--- src/rtl/mem_test_device_pkg.sv ---
// rtl/mem_test_device_pkg.sv - shared state encoding and codes for the memory test controller
package mem_test_device_pkg;

    typedef enum logic [4:0] {
        ST_IDLE,
        ST_INIT,
        ST_FILL_WR,
        ST_FILL_STEP,
        ST_FILL_TST,
        ST_CHK_INIT,
        ST_CHK_RD,
        ST_CHK_LOAD,
        ST_CHK_WR,
        ST_CHK_STEP,
        ST_CHK_TST,
        ST_VER_INIT,
        ST_VER_LOAD,
        ST_VER_RD,
        ST_VER_STEP,
        ST_VER_TST,
        ST_DONE,
        ST_FAIL
    } state_t;

    localparam logic [1:0] FAIL_NONE    = 2'd0;
    localparam logic [1:0] FAIL_CHECK   = 2'd1;
    localparam logic [1:0] FAIL_VERIFY  = 2'd2;
    localparam logic [1:0] FAIL_TIMEOUT = 2'd3;

    localparam logic SEL_PATTERN     = 1'b0;
    localparam logic SEL_ANTIPATTERN = 1'b1;

    function automatic logic is_access(input state_t s);
        return (s == ST_FILL_WR) || (s == ST_CHK_RD) || (s == ST_CHK_WR) || (s == ST_VER_RD);
    endfunction

endpackage

--- src/rtl/mem_test_ack_watchdog.sv ---
// rtl/mem_test_ack_watchdog.sv - counts request cycles without ack and flags the terminal count
module mem_test_ack_watchdog #(
    parameter int TIMEOUT_CYCLES = 256
) (
    input  logic i_clk,
    input  logic i_rst,
    input  logic i_req,
    input  logic i_ack,
    output logic o_expired
);

    localparam int CW = $clog2(TIMEOUT_CYCLES + 1);

    logic [CW-1:0] cnt_q, cnt_d;
    logic          waiting;

    assign waiting = i_req & ~i_ack;

    always_comb begin
        cnt_d = '0;
        if (waiting) begin
            cnt_d = cnt_q + CW'(1);
        end
    end

    // Fires during the TIMEOUT_CYCLES-th request cycle so the FSM leaves on that edge
    assign o_expired = waiting && (cnt_q == CW'(TIMEOUT_CYCLES - 1));

    always_ff @(posedge i_clk) begin
        if (i_rst) begin
            cnt_q <= '0;
        end else begin
            cnt_q <= cnt_d;
        end
    end

endmodule

--- src/rtl/mem_test_device_control.sv ---
// rtl/mem_test_device_control.sv - fill/check/verify memory test sequencer; optional MEM_TEST_CTRL_TIMEOUT_EN ack watchdog
module mem_test_device_control
    import mem_test_device_pkg::*;
#(
    parameter int                              WIDTH_ADDRESS_MEMORY = 32,
    parameter int                              WORDS_QTD_MEMORY     = 8,
    parameter logic [WIDTH_ADDRESS_MEMORY-1:0] BASE_ADDRESS         = '0,
    parameter int                              TIMEOUT_CYCLES       = 256
) (
    input  logic                            i_clk,
    input  logic                            i_rst,
    input  logic                            i_start,
    input  logic                            i_equal_memory_pattern,
    input  logic                            i_less_offset_nwords,
    input  logic                            i_mem_ack,
    output logic                            o_ena_reg_pattern,
    output logic                            o_ena_reg_antipattern,
    output logic                            o_ena_reg_offset,
    output logic                            o_rst_reg,
    output logic                            o_sel_mux_memory_data_read,
    output logic                            o_sel_mux_memory_data_write,
    output logic                            o_mem_req,
    output logic                            o_mem_we,
    output logic [WIDTH_ADDRESS_MEMORY-1:0] o_mem_addr,
    output logic                            o_busy,
    output logic                            o_done,
    output logic                            o_pass,
    output logic [WIDTH_ADDRESS_MEMORY-1:0] o_fail_addr,
    output logic [1:0]                      o_fail_phase
);

    localparam int OFFW = $clog2(WORDS_QTD_MEMORY + 1);

    state_t                          state_q, state_d;
    logic [OFFW-1:0]                 offset_q, offset_d;
    logic                            ena_pattern_q, ena_pattern_d;
    logic                            ena_antipattern_q, ena_antipattern_d;
    logic                            ena_offset_q, ena_offset_d;
    logic                            rst_reg_q, rst_reg_d;
    logic                            sel_read_q, sel_read_d;
    logic                            sel_write_q, sel_write_d;
    logic                            mem_req_q, mem_req_d;
    logic                            mem_we_q, mem_we_d;
    logic [WIDTH_ADDRESS_MEMORY-1:0] mem_addr_q, mem_addr_d;
    logic                            busy_q, busy_d;
    logic                            done_q, done_d;
    logic                            pass_q, pass_d;
    logic [WIDTH_ADDRESS_MEMORY-1:0] fail_addr_q, fail_addr_d;
    logic [1:0]                      fail_phase_q, fail_phase_d;
    logic                            ack;
    logic                            wdg_expired;

    assign ack = i_mem_ack & mem_req_q;

`ifdef MEM_TEST_CTRL_TIMEOUT_EN
    mem_test_ack_watchdog #(
        .TIMEOUT_CYCLES(TIMEOUT_CYCLES)
    ) u_ack_watchdog (
        .i_clk    (i_clk),
        .i_rst    (i_rst),
        .i_req    (mem_req_q),
        .i_ack    (i_mem_ack),
        .o_expired(wdg_expired)
    );
`else
    assign wdg_expired = (TIMEOUT_CYCLES == 0) && 1'b0;
`endif

    always_comb begin
        state_d      = state_q;
        offset_d     = offset_q;
        fail_addr_d  = fail_addr_q;
        fail_phase_d = fail_phase_q;

        // Offset moves on the same edges as the datapath offset accumulator
        case (state_q)
            ST_IDLE, ST_DONE, ST_FAIL: if (i_start) state_d = ST_INIT;
            ST_INIT: begin
                offset_d = '0;
                state_d  = ST_FILL_WR;
            end
            ST_FILL_WR:   if (ack) state_d = ST_FILL_STEP;
            ST_FILL_STEP: begin
                offset_d = offset_q + OFFW'(1);
                state_d  = ST_FILL_TST;
            end
            ST_FILL_TST:  state_d = i_less_offset_nwords ? ST_FILL_WR : ST_CHK_INIT;
            ST_CHK_INIT: begin
                offset_d = '0;
                state_d  = ST_CHK_RD;
            end
            ST_CHK_RD: begin
                if (ack) begin
                    if (i_equal_memory_pattern) begin
                        state_d = ST_CHK_LOAD;
                    end else begin
                        state_d      = ST_FAIL;
                        fail_addr_d  = mem_addr_q;
                        fail_phase_d = FAIL_CHECK;
                    end
                end
            end
            ST_CHK_LOAD:  state_d = ST_CHK_WR;
            ST_CHK_WR:    if (ack) state_d = ST_CHK_STEP;
            ST_CHK_STEP: begin
                offset_d = offset_q + OFFW'(1);
                state_d  = ST_CHK_TST;
            end
            ST_CHK_TST:   state_d = i_less_offset_nwords ? ST_CHK_RD : ST_VER_INIT;
            ST_VER_INIT: begin
                offset_d = '0;
                state_d  = ST_VER_LOAD;
            end
            ST_VER_LOAD:  state_d = ST_VER_RD;
            ST_VER_RD: begin
                if (ack) begin
                    if (i_equal_memory_pattern) begin
                        state_d = ST_VER_STEP;
                    end else begin
                        state_d      = ST_FAIL;
                        fail_addr_d  = mem_addr_q;
                        fail_phase_d = FAIL_VERIFY;
                    end
                end
            end
            ST_VER_STEP: begin
                offset_d = offset_q + OFFW'(1);
                state_d  = ST_VER_TST;
            end
            ST_VER_TST:   state_d = i_less_offset_nwords ? ST_VER_LOAD : ST_DONE;
            default:      state_d = ST_IDLE;
        endcase

        if (wdg_expired) begin
            state_d      = ST_FAIL;
            fail_addr_d  = mem_addr_q;
            fail_phase_d = FAIL_TIMEOUT;
        end

        if (state_d == ST_INIT) begin
            fail_addr_d  = '0;
            fail_phase_d = FAIL_NONE;
        end

        // Outputs are decoded from the next state so they register alongside it
        ena_pattern_d     = (state_d == ST_FILL_STEP) || (state_d == ST_CHK_STEP) || (state_d == ST_VER_STEP);
        ena_offset_d      = ena_pattern_d;
        ena_antipattern_d = (state_d == ST_CHK_LOAD) || (state_d == ST_VER_LOAD);
        rst_reg_d         = (state_d == ST_INIT) || (state_d == ST_CHK_INIT) || (state_d == ST_VER_INIT);
        sel_read_d        = (state_d == ST_VER_RD) ? SEL_ANTIPATTERN : SEL_PATTERN;
        sel_write_d       = (state_d == ST_CHK_WR) ? SEL_ANTIPATTERN : SEL_PATTERN;
        mem_req_d         = is_access(state_d);
        mem_we_d          = (state_d == ST_FILL_WR) || (state_d == ST_CHK_WR);
        mem_addr_d        = BASE_ADDRESS + WIDTH_ADDRESS_MEMORY'(offset_d);
        done_d            = (state_d == ST_DONE) || (state_d == ST_FAIL);
        pass_d            = (state_d == ST_DONE);
        busy_d            = !((state_d == ST_IDLE) || done_d);
    end

    always_ff @(posedge i_clk) begin
        if (i_rst) begin
            state_q           <= ST_IDLE;
            offset_q          <= '0;
            ena_pattern_q     <= 1'b0;
            ena_antipattern_q <= 1'b0;
            ena_offset_q      <= 1'b0;
            rst_reg_q         <= 1'b0;
            sel_read_q        <= 1'b0;
            sel_write_q       <= 1'b0;
            mem_req_q         <= 1'b0;
            mem_we_q          <= 1'b0;
            mem_addr_q        <= '0;
            busy_q            <= 1'b0;
            done_q            <= 1'b0;
            pass_q            <= 1'b0;
            fail_addr_q       <= '0;
            fail_phase_q      <= FAIL_NONE;
        end else begin
            state_q           <= state_d;
            offset_q          <= offset_d;
            ena_pattern_q     <= ena_pattern_d;
            ena_antipattern_q <= ena_antipattern_d;
            ena_offset_q      <= ena_offset_d;
            rst_reg_q         <= rst_reg_d;
            sel_read_q        <= sel_read_d;
            sel_write_q       <= sel_write_d;
            mem_req_q         <= mem_req_d;
            mem_we_q          <= mem_we_d;
            mem_addr_q        <= mem_addr_d;
            busy_q            <= busy_d;
            done_q            <= done_d;
            pass_q            <= pass_d;
            fail_addr_q       <= fail_addr_d;
            fail_phase_q      <= fail_phase_d;
        end
    end

    assign o_ena_reg_pattern           = ena_pattern_q;
    assign o_ena_reg_antipattern       = ena_antipattern_q;
    assign o_ena_reg_offset            = ena_offset_q;
    assign o_rst_reg                   = rst_reg_q;
    assign o_sel_mux_memory_data_read  = sel_read_q;
    assign o_sel_mux_memory_data_write = sel_write_q;
    assign o_mem_req                   = mem_req_q;
    assign o_mem_we                    = mem_we_q;
    assign o_mem_addr                  = mem_addr_q;
    assign o_busy                      = busy_q;
    assign o_done                      = done_q;
    assign o_pass                      = pass_q;
    assign o_fail_addr                 = fail_addr_q;
    assign o_fail_phase                = fail_phase_q;

endmodule

--- config.mk ---
export PLATFORM = sky130hd
export DESIGN_NAME = mem_test_device_control
export DESIGN_NICKNAME = d
export VERILOG_FILES = /design/src/rtl/mem_test_device_pkg.sv /design/src/rtl/mem_test_ack_watchdog.sv /design/src/rtl/mem_test_device_control.sv
export SDC_FILE = /design/constraint.sdc
export NUM_CORES = 1
export LEC_CHECK = 0
export CORE_MARGIN = 5
export CORE_UTILIZATION = 42
export CTS_CLUSTER_DIAMETER = 150
export DETAILED_ROUTE_END_ITERATION = 8
export GPL_ROUTABILITY_DRIVEN = 0
export PLACE_DENSITY = 0.8
export REMOVE_ABC_BUFFERS = 1
export SETUP_SLACK_MARGIN = 0.4
export SYNTH_ARGS = -nofsm -noshare
export SYNTH_HDL_FRONTEND = slang
export SYNTH_SLANG_ARGS = --single-unit
--- constraint.sdc ---
create_clock -name i_clk -period 2.2 [get_ports i_clk]
set_input_delay 0.22 -clock i_clk [delete_from_list [all_inputs] [get_ports i_clk]]
set_output_delay 0.22 -clock i_clk [all_outputs]
set_load 0.01 [all_outputs]
Word-level counts from Yosys, hierarchy flattened --
Cells that the tools add are included.
Cells by class: add/sub/neg operators 1, equality and inequality tests 35, multiplexer cells 19, bitwise logic cells 2, reduce and logical (&&, ||, !) cells 22
Operators by type and width (count):
- 5-bit case mux with 16 select lines | 1
- 5-bit by 4-bit equality test with 1-bit output (second input constant) | 14
- 5-bit 2-to-1 mux | 8
- 5-bit by 3-bit equality test with 1-bit output (second input constant) | 7
- 5-bit by 2-bit equality test with 1-bit output (second input constant) | 4
- 5-bit equality test (second input constant) | 4
- 1-bit logical OR | 11
- 5-bit by 1-bit equality test with 1-bit output (second input constant) | 2
- 5-bit zero test | 2
- 3-bit OR reduction | 3
- 2-bit 2-to-1 mux | 4
- 2-bit != test (second input constant) | 4
- 4-bit case mux with 2 select lines | 1
- 5-bit AND reduction | 1
- 4-bit by 1-bit adder with 4-bit output (second input constant) | 1
- 4-bit 2-to-1 mux | 1
- 2-bit case mux with 2 select lines | 1
- 2-bit OR reduction | 2
- 3-bit 2-to-1 mux | 1
- 3-bit AND reduction | 1
- 1-bit 2-to-1 mux | 2
- 2-bit nonzero test | 1
- 1-bit bitwise AND | 1
- 1-bit zero test | 1
- 1-bit inverter | 1
Storage, ports and cells: register bits 81, bits of input ports 6, output and inout bits 77

Depth between registers and ports, before layout --
Gate-level depths: netlist of run 1.
depth in word-level cells 7, depth in mapped cells 8, gate-level depth less buffers 5

Worst setup path before layout of run 1 --
Ideal clock, no wire load.
kind reg2reg, from register state_q[2], to register mem_req_q, in the netlist o_mem_req, setup time 0.088 ns, data arrival time 1.796 ns, data required time 2.112 ns, setup slack 0.316 ns, cell stages (with the launch flop) 7, buffers on the path 1, period minus slack after synthesis 1.884 ns, cell sequence dfxtp_1 > buf_6 > nand3b_1 > a211o_1 > o211a_2 > or4b_4 > a311oi_2
Between the ends: longest elaborated chain between the ends 7
RTL lines:
- start: declaration | RTL line mem_test_device_control.sv:34 | state_t state_q, state_d;
- start signal: assignment | RTL line mem_test_device_control.sv:179 | state_q <= state_d;
- 5-bit equality test / 5-bit zero test (equally long branches) | RTL line mem_test_device_control.sv:76 | case (state_q)
- 3-bit OR reduction | RTL line mem_test_device_control.sv:76
- 5-bit case mux with 16 select lines * | RTL line mem_test_device_control.sv:76
- 5-bit by 2-bit equality test with 1-bit output / 5-bit by 3-bit equality test with 1-bit output (equally long branches) | RTL line mem_test_device_pkg.sv:34 | return (s == ST_FILL_WR) || (s == ST_CHK_RD) || (s == ST_CHK_WR) || (s == ST_VER_RD);
- 1-bit logical OR (2 in a row) | RTL line mem_test_device_pkg.sv:34
- 1-bit logical OR * | RTL line mem_test_device_pkg.sv:34
- end signal: assignment | RTL line mem_test_device_control.sv:187 | mem_req_q <= mem_req_d;
- end: declaration | RTL line mem_test_device_control.sv:42 | logic mem_req_q, mem_req_d;
Every way passes the cells marked *; elsewhere a longest branch is shown, timed or not. A chain may end at the register's enable or synchronous reset.

Worst setup path in the final report of run 1 --
from register state_q[1], to register mem_req_q, in the netlist o_mem_req
The elaborated chain is that of the path after synthesis.

==> flow_summary.json, run 1 <==
{
  "clock-sinks": 25,
  "drive_above_1_share": 0.337,
  "cpMaxStageDelayCell": "or4b_4",
  "cts_inserted_buffers": 3,
  "synth_cell_types": 62,
  "io_pins": 83,
  "initial_utilization": 0.433,
  "row_count": 24,
  "worstSetupEndpointType": "flop",
  "cts_root_buf": "clkbuf_8",
  "max_flop_register": "state_q",
  "tritoncts": "done",
  "cp_max_fo": 16,
  "rsz0062_at_grt": "yes",
  "yosys.area.top_type": "dfxtp_1",
  "grt_pass1_wl_um": 7040,
  "clockBufferDepth": 2,
  "syn_inst": 215,
  "viasPerCell": 4.88,
  "status": "complete, no violations",
  "grtUsageMet3": 0.0363,
  "antenna_found_initial": 0,
  "critical_path.cell_chain": "buf_4 -> buf_12 -> and2_1 -> o21ai_2 -> a31oi_2 -> or4b_4 -> a311oi_2",
  "leakage_nw": 1.03,
  "synth_area_leaders": "dfxtp_1 27%, buf_4 24%, nor2_1 3.8%",
  "setup_viol": 0,
  "synth_area_um2": 1870,
  "ys.flop_type": "dfxtp_1",
  "hold_path.class": "flop to flop",
  "dieArea_um2": 5890,
  "finalCriticalPeriod_ns": 2.02,
  "synth_seq_cells": 25,
  "fp.dieH_um": 76.7,
  "fin_crit_sh": 0.920,
  "wirelength_um": 4950,
  "path_class": "flop to flop",
  "critPathMaxStageDelay_ns": 0.56,
  "routedWlPerCell_um": 15.1,
  "netlist.area_leader.share": 0.268,
  "largest_reg_flops": 5,
  "drtPass1Iterations": 4,
  "vias": 1602,
  "nets": 284,
  "ctsHoldBuffers": 0,
  "grt.total_usage": 0.141,
  "hold_violations": 0,
  "drtIter0Drc": 118,
  "ys_async_sr_fraction": 0,
  "clkLatencyLatePin_ns": 0.27,
  "syn-mean-instance-area_um2": 8.70,
  "holdWs_ns": 0.503,
  "p_per_area_nw_per_um2": 464,
  "portBuffers": 26,
  "slew_viol_final": 0,
  "n_antenna_cell": 0,
  "setup.worst_path.start_class": "flop",
  "drcViolationCount": 0,
  "met2_usage": 0.240,
  "die_x_um": 76.7,
  "clk_pin_slew_worst_paths_ns": 0.09,
  "synth-edff-count": 0,
  "arrival_ns": 2.20,
  "dpl-instance-area_um2": 2080,
  "use_met1": 0.172,
  "antenna_left": 0,
  "final_area_um2": 2480,
  "cap_violations": 0,
  "overflow": 0,
  "core_area_um2": 4320,
  "ys_warn_count": 0,
  "first_global_vias": 1465,
  "fin_skew_ns": 0.00165,
  "yosysSeqAreaShare": 0.268,
  "dpl.hpwl_um": 3200,
  "total_power_mw": 1.15,
  "cp.required_ns": 2.38,
  "fmax_ghz": 0.494,
  "synthToLayoutAreaGrowth_pct": 32.4,
  "gr-max-usage-layer": "met2",
  "grt_max_degree": 17,
  "peakVddDrop_mv": 0.322,
  "htree_levels": 1
}
==> synthesized netlist by cell type (2+ instances only) <==
| master | n |
|---|---|
| a21o_1 | 2 |
| buf_2 | 2 |
| a211oi_1 | 2 |
| nand2_1 | 5 |
| o21ai_0 | 3 |
| a22oi_1 | 2 |
| mux2i_1 | 6 |
| o211ai_1 | 2 |
| buf_4 | 59 |
| a311oi_1 | 2 |
| and2b_2 | 2 |
| nor2b_1 | 2 |
| dfxtp_1 | 25 |
| and3b_1 | 3 |
| and2_1 | 2 |
| a32oi_1 | 2 |
| inv_1 | 4 |
| nor2_1 | 19 |
| a41oi_1 | 2 |
| nor3b_1 | 2 |
| nand3b_1 | 2 |
| nand2b_1 | 3 |
| a21oi_1 | 9 |
| a22oi_2 | 2 |
| nand3_1 | 8 |
| buf_6 | 4 |
| nor3_1 | 4 |
==> worst max-delay path, delay by kind of cell, from the launching register on <==
| family | cells | cell delay [ns] |
|---|---|---|
| buffers and inverters | 2 | 0.28 |
| AOI/OAI and AO/OA | 3 | 0.55 |
| DFF | 1 | 0.37 |
| and+or+nand+nor | 2 | 0.74 |
==> cell families (layout without fill, tap and decap cells) <==
kind of cell             after synthesis  after routing  share of synthesized area
XOR/XNOR                               2              2                    0.00937
multiplexers                           7              7                     0.0381
adder cells (fa/ha/maj)                1              1                    0.00669
AO/OA/AOI/OAI                         44             44                      0.195
flip-flops                            25             25                      0.268
buffers and inverters                 71             77                      0.284
other                                  1             56                    0.00200
AND/OR/NAND/NOR                       64             64                      0.197
==> report_power, final <==
part	internal [mW]	switching [mW]
combinational	0.177	0.216
clock	0.127	0.144
sequential	0.467	0.0185
total	0.770	0.378
==> placed cells by master, fill, tap and decap left out, drive strengths merged, types with 2 or more instances in the layout <==
cell and count:
and2b 2, and4b 2, a32oi 2, nor2b 2, nand3b 2, a41oi 2
and2 2, nor3 4, inv 4, o21ai 3, or2b 2, buf 43
a22oi 4, clkdlybuf4s50 25, nand3 8, nand2b 3, dfxtp 25, nand2 5
conb 56, a21o 2, and3b 3, a311oi 3, nor3b 2, o311a 2
a211oi 3, o311ai 2, nor2 20, o211ai 2, or3 2, mux2i 6
clkbuf 3, a21oi 9
==> repair_timing <==
item | in CTS | in global routing
setup buffers | 3 | 16
pin swaps | 6 | 14
endpoints found under the hold margin | 0 | 0
setup endpoints to repair | 18 | 17
resized for setup | 20 | 30
==> final timing paths <==
check / cells past startpoint / slack [ns] / from / to
max: 7 / 0.18 / state_q[1] / o_mem_req
min: 2 / 0.50 / o_fail_phase[1] / o_fail_phase[1]
max reg2reg: 7 / 0.18 / state_q[1] / o_mem_req
min reg2reg: 2 / 0.50 / o_fail_phase[1] / o_fail_phase[1]
==> area by class of cell <==
cell class / instances / area [µm²]
Fill cell: 391 / 1850
Multi-Input combinational cell: 174 / 1220
Timing Repair Buffer: 69 / 606
Sequential cell: 25 / 519
Tap cell: 52 / 65.1
Clock buffer: 3 / 41.3
Inverter: 4 / 15.0
Clock inverter: 1 / 5.00
==> metrics by stage <==
step	util	TNS [ns]	setup WS [ns]	instances
floorplan	-	-6.16	-0.473	203
global placement	0.481	0	0.0332	305
detailed placement	0.481	-0.0139	-0.0139	305
CTS	0.511	0	0.247	312
global route	0.573	0	0.132	328
finish	0.573	0	0.177	328
==> layer usage <==
| metal | wire (µm) | up-vias |
|---|---|---|
| li1 | - | 763 |
| met1 | 1890 | 765 |
| met2 | 2640 | 66 |
| met3 | 348 | 8 |
| met4 | 68 | 0 |
| met5 | 0 | - |
Power figures use the tool's default switching activity.
==> inputs of run 2 (changes only) <==
--- a/config.mk
+++ b/config.mk
@@ -5,12 +5,14 @@
 export SDC_FILE = /design/constraint.sdc
 export NUM_CORES = 1
 export LEC_CHECK = 0
+export CAP_MARGIN = 15
 export CORE_MARGIN = 5
 export CORE_UTILIZATION = 42
 export CTS_CLUSTER_DIAMETER = 150
 export DETAILED_ROUTE_END_ITERATION = 8
 export GPL_ROUTABILITY_DRIVEN = 0
-export PLACE_DENSITY = 0.8
+export PLACE_DENSITY_LB_ADDON = 0.2
+export RECOVER_POWER = 50
 export REMOVE_ABC_BUFFERS = 1
 export SETUP_SLACK_MARGIN = 0.4
 export SYNTH_ARGS = -nofsm -noshare
==> run 2 against run 1 <==
Critical endpoint unchanged. Sequential share of layout area grew 0.90 points. Largest cell class unchanged. Clock power grew 2%. Setup slack better by 0.021 ns. Largest power group unchanged. Global-route usage increased by 0.094 points. Total power fell by 2.7%. Hold slack lost 0.0056 ns. Non-clock buffer count fell by 5. Count of clock-buffer cells in the layout rose by 1. Critical path depth down 1. Clock skew grew 0.0026 ns.
==> flow_summary.json, run 2 (synthesis results as in run 1) <==
{
  "status": "complete, no violations",
  "p_per_area_nw_per_um2": 473,
  "portBuffers": 26,
  "path_class": "flop to flop",
  "clk_pin_slew_worst_paths_ns": 0.09,
  "fin_ws_ns": 0.198,
  "hold_path.class": "flop to flop",
  "seq_area_um2": 517,
  "final_area_um2": 2360,
  "cpMaxStageDelayCell": "or4b_4",
  "first_global_vias": 1476,
  "largest_reg_flops": 5,
  "n_antenna_cell": 0,
  "hold_violations": 0,
  "finalNonFillerCells": 323,
  "max_flop_register": "state_q",
  "viasPerCell": 4.84,
  "dieArea_um2": 5890,
  "r2r_slack_ns": 0.20,
  "antenna_found_initial": 0,
  "overflow": 0,
  "nets": 279,
  "dpl.hpwl_um": 3230,
  "synthToLayoutAreaGrowth_pct": 26.3,
  "clkLatencyLatePin_ns": 0.27,
  "row_count": 24,
  "fin_crit_sh": 0.910,
  "pre_cts_ws_ns": -0.117,
  "cp.required_ns": 2.39,
  "post-route-util": 0.546,
  "arrival_ns": 2.19,
  "antenna_left": 0,
  "io_pins": 83,
  "leakage_nw": 1.07,
  "total_power_mw": 1.12,
  "tritoncts": "done",
  "cts_inserted_buffers": 3,
  "fin_skew_ns": 0.00428,
  "peakVddDrop_mv": 0.281,
  "drtPass1Iterations": 4,
  "setup_viol": 0,
  "worstSetupEndpointType": "flop",
  "critPathMaxStageDelay_ns": 0.51,
  "critical_path.cell_chain": "buf_4 -> nor2_1 -> a21oi_1 -> a22oi_1 -> or4b_4 -> a311oi_2",
  "cp_max_fo": 9,
  "drcViolationCount": 0,
  "met1_length_um": 1890,
  "fp.dieH_um": 76.7,
  "multi_input_area_um2": 1150,
  "slew_viol_final": 0,
  "grt_max_degree": 14,
  "fill_cells": 418,
  "highest_layer": "met4",
  "final_common_cell": "conb_1",
  "grt.total_usage": 0.142,
  "met3_wirelength_um": 373,
  "cts_root_buf": "clkbuf_8",
  "wl_met2_um": 2210,
  "drtIter0Drc": 113,
  "final_cell_mix": "56 x conb_1, 31 x buf_4, 20 x dfxtp_1, 20 x dlygate4sd3_1, 15 x nor2_1",
  "clockBufferDepth": 2,
  "rsz0062_at_grt": "yes",
  "fmax_ghz": 0.500,
  "initial_utilization": 0.433,
  "clock-sinks": 25,
  "grt_pass1_wl_um": 6960,
  "vias": 1563,
  "dpl-instance-area_um2": 2090,
  "cap_violations": 0,
  "setup.worst_path.start_class": "flop",
  "core_area_um2": 4320,
  "die_x_um": 76.7,
  "routedWlPerCell_um": 14.1,
  "drive_above_1_share": 0.310,
  "htree_levels": 1,
  "placedCellCount": 308,
  "wirelength_um": 4560,
  "finalCriticalPeriod_ns": 2.00
}
## run 2: changes by cell type in the layout (fill, tap and decap cells not counted), moves of 2 or more
cell,delta
a22oi_2,-2
o311ai_4,-2
nor2_2,+3
a21oi_1,+2
dlygate4sd3_1,+20
buf_6,+3
a22oi_1,+2
clkdlybuf4s50_1,-20
buf_4,-8
nor2_1,-2
clkbuf_1,+2
## run 2: worst paths after layout
check	startpoint	to	cells after the start
hold reg to reg	o_fail_addr[2]	o_fail_addr[2]	2
setup reg to reg	state_q[2]	o_mem_req	6
hold / removal	o_fail_addr[2]	o_fail_addr[2]	2
setup / recovery	state_q[2]	o_mem_req	6
## run 2: final cells by class
cell class,count,share of cell area
Tap cell,52,0.0275
Clock buffer,4,0.0191
Timing Repair Buffer,64,0.240
Inverter,4,0.00636
Multi-Input combinational cell,174,0.488
Sequential cell,25,0.219
## run 2: metrics by stage
step | hold slack, ns | setup TNS, ns
2_1_floorplan | 0.292 | -6.16
3_3_place_gp | 0.480 | -0.152
3_5_place_dp | 0.485 | -0.234
4_1_cts | 0.512 | 0
5_1_grt | 0.530 | 0
6_report | 0.498 | 0
## run 2: report_power, final
group	internal, mW	leakage (nW)	total, mW	switching, mW
Combinational	0.159	0.846	0.354	0.195
Sequential	0.468	0.206	0.487	0.0195
Clock	0.130	0.0228	0.275	0.145
## run 2: layer usage
metal / vias up / GRT usage
li1: 756 / -
met5: - / 0
met3: 9 / 0.0422
met4: 0 / 0.0367
met1: 723 / 0.174
met2: 75 / 0.241
## run 2: what timing repair did
action | in CTS | in global routing
endpoints found under the setup margin | 21 | 20
pin swaps | 10 | 7
resized for setup | 22 | 22
hold buffers | 0 | 0
hold endpoints to repair | 0 | 0
setup buffers | 9 | 2
cloned | 0 | 0
## run 2: critical path, delay by kind of cell, from the launching register on
kind                   cells  cell delay, ns
buffers and inverters      1            0.15
and+or+nand+nor            2            0.65
AOI/OAI and AO/OA          3            0.74
DFF                        1            0.38
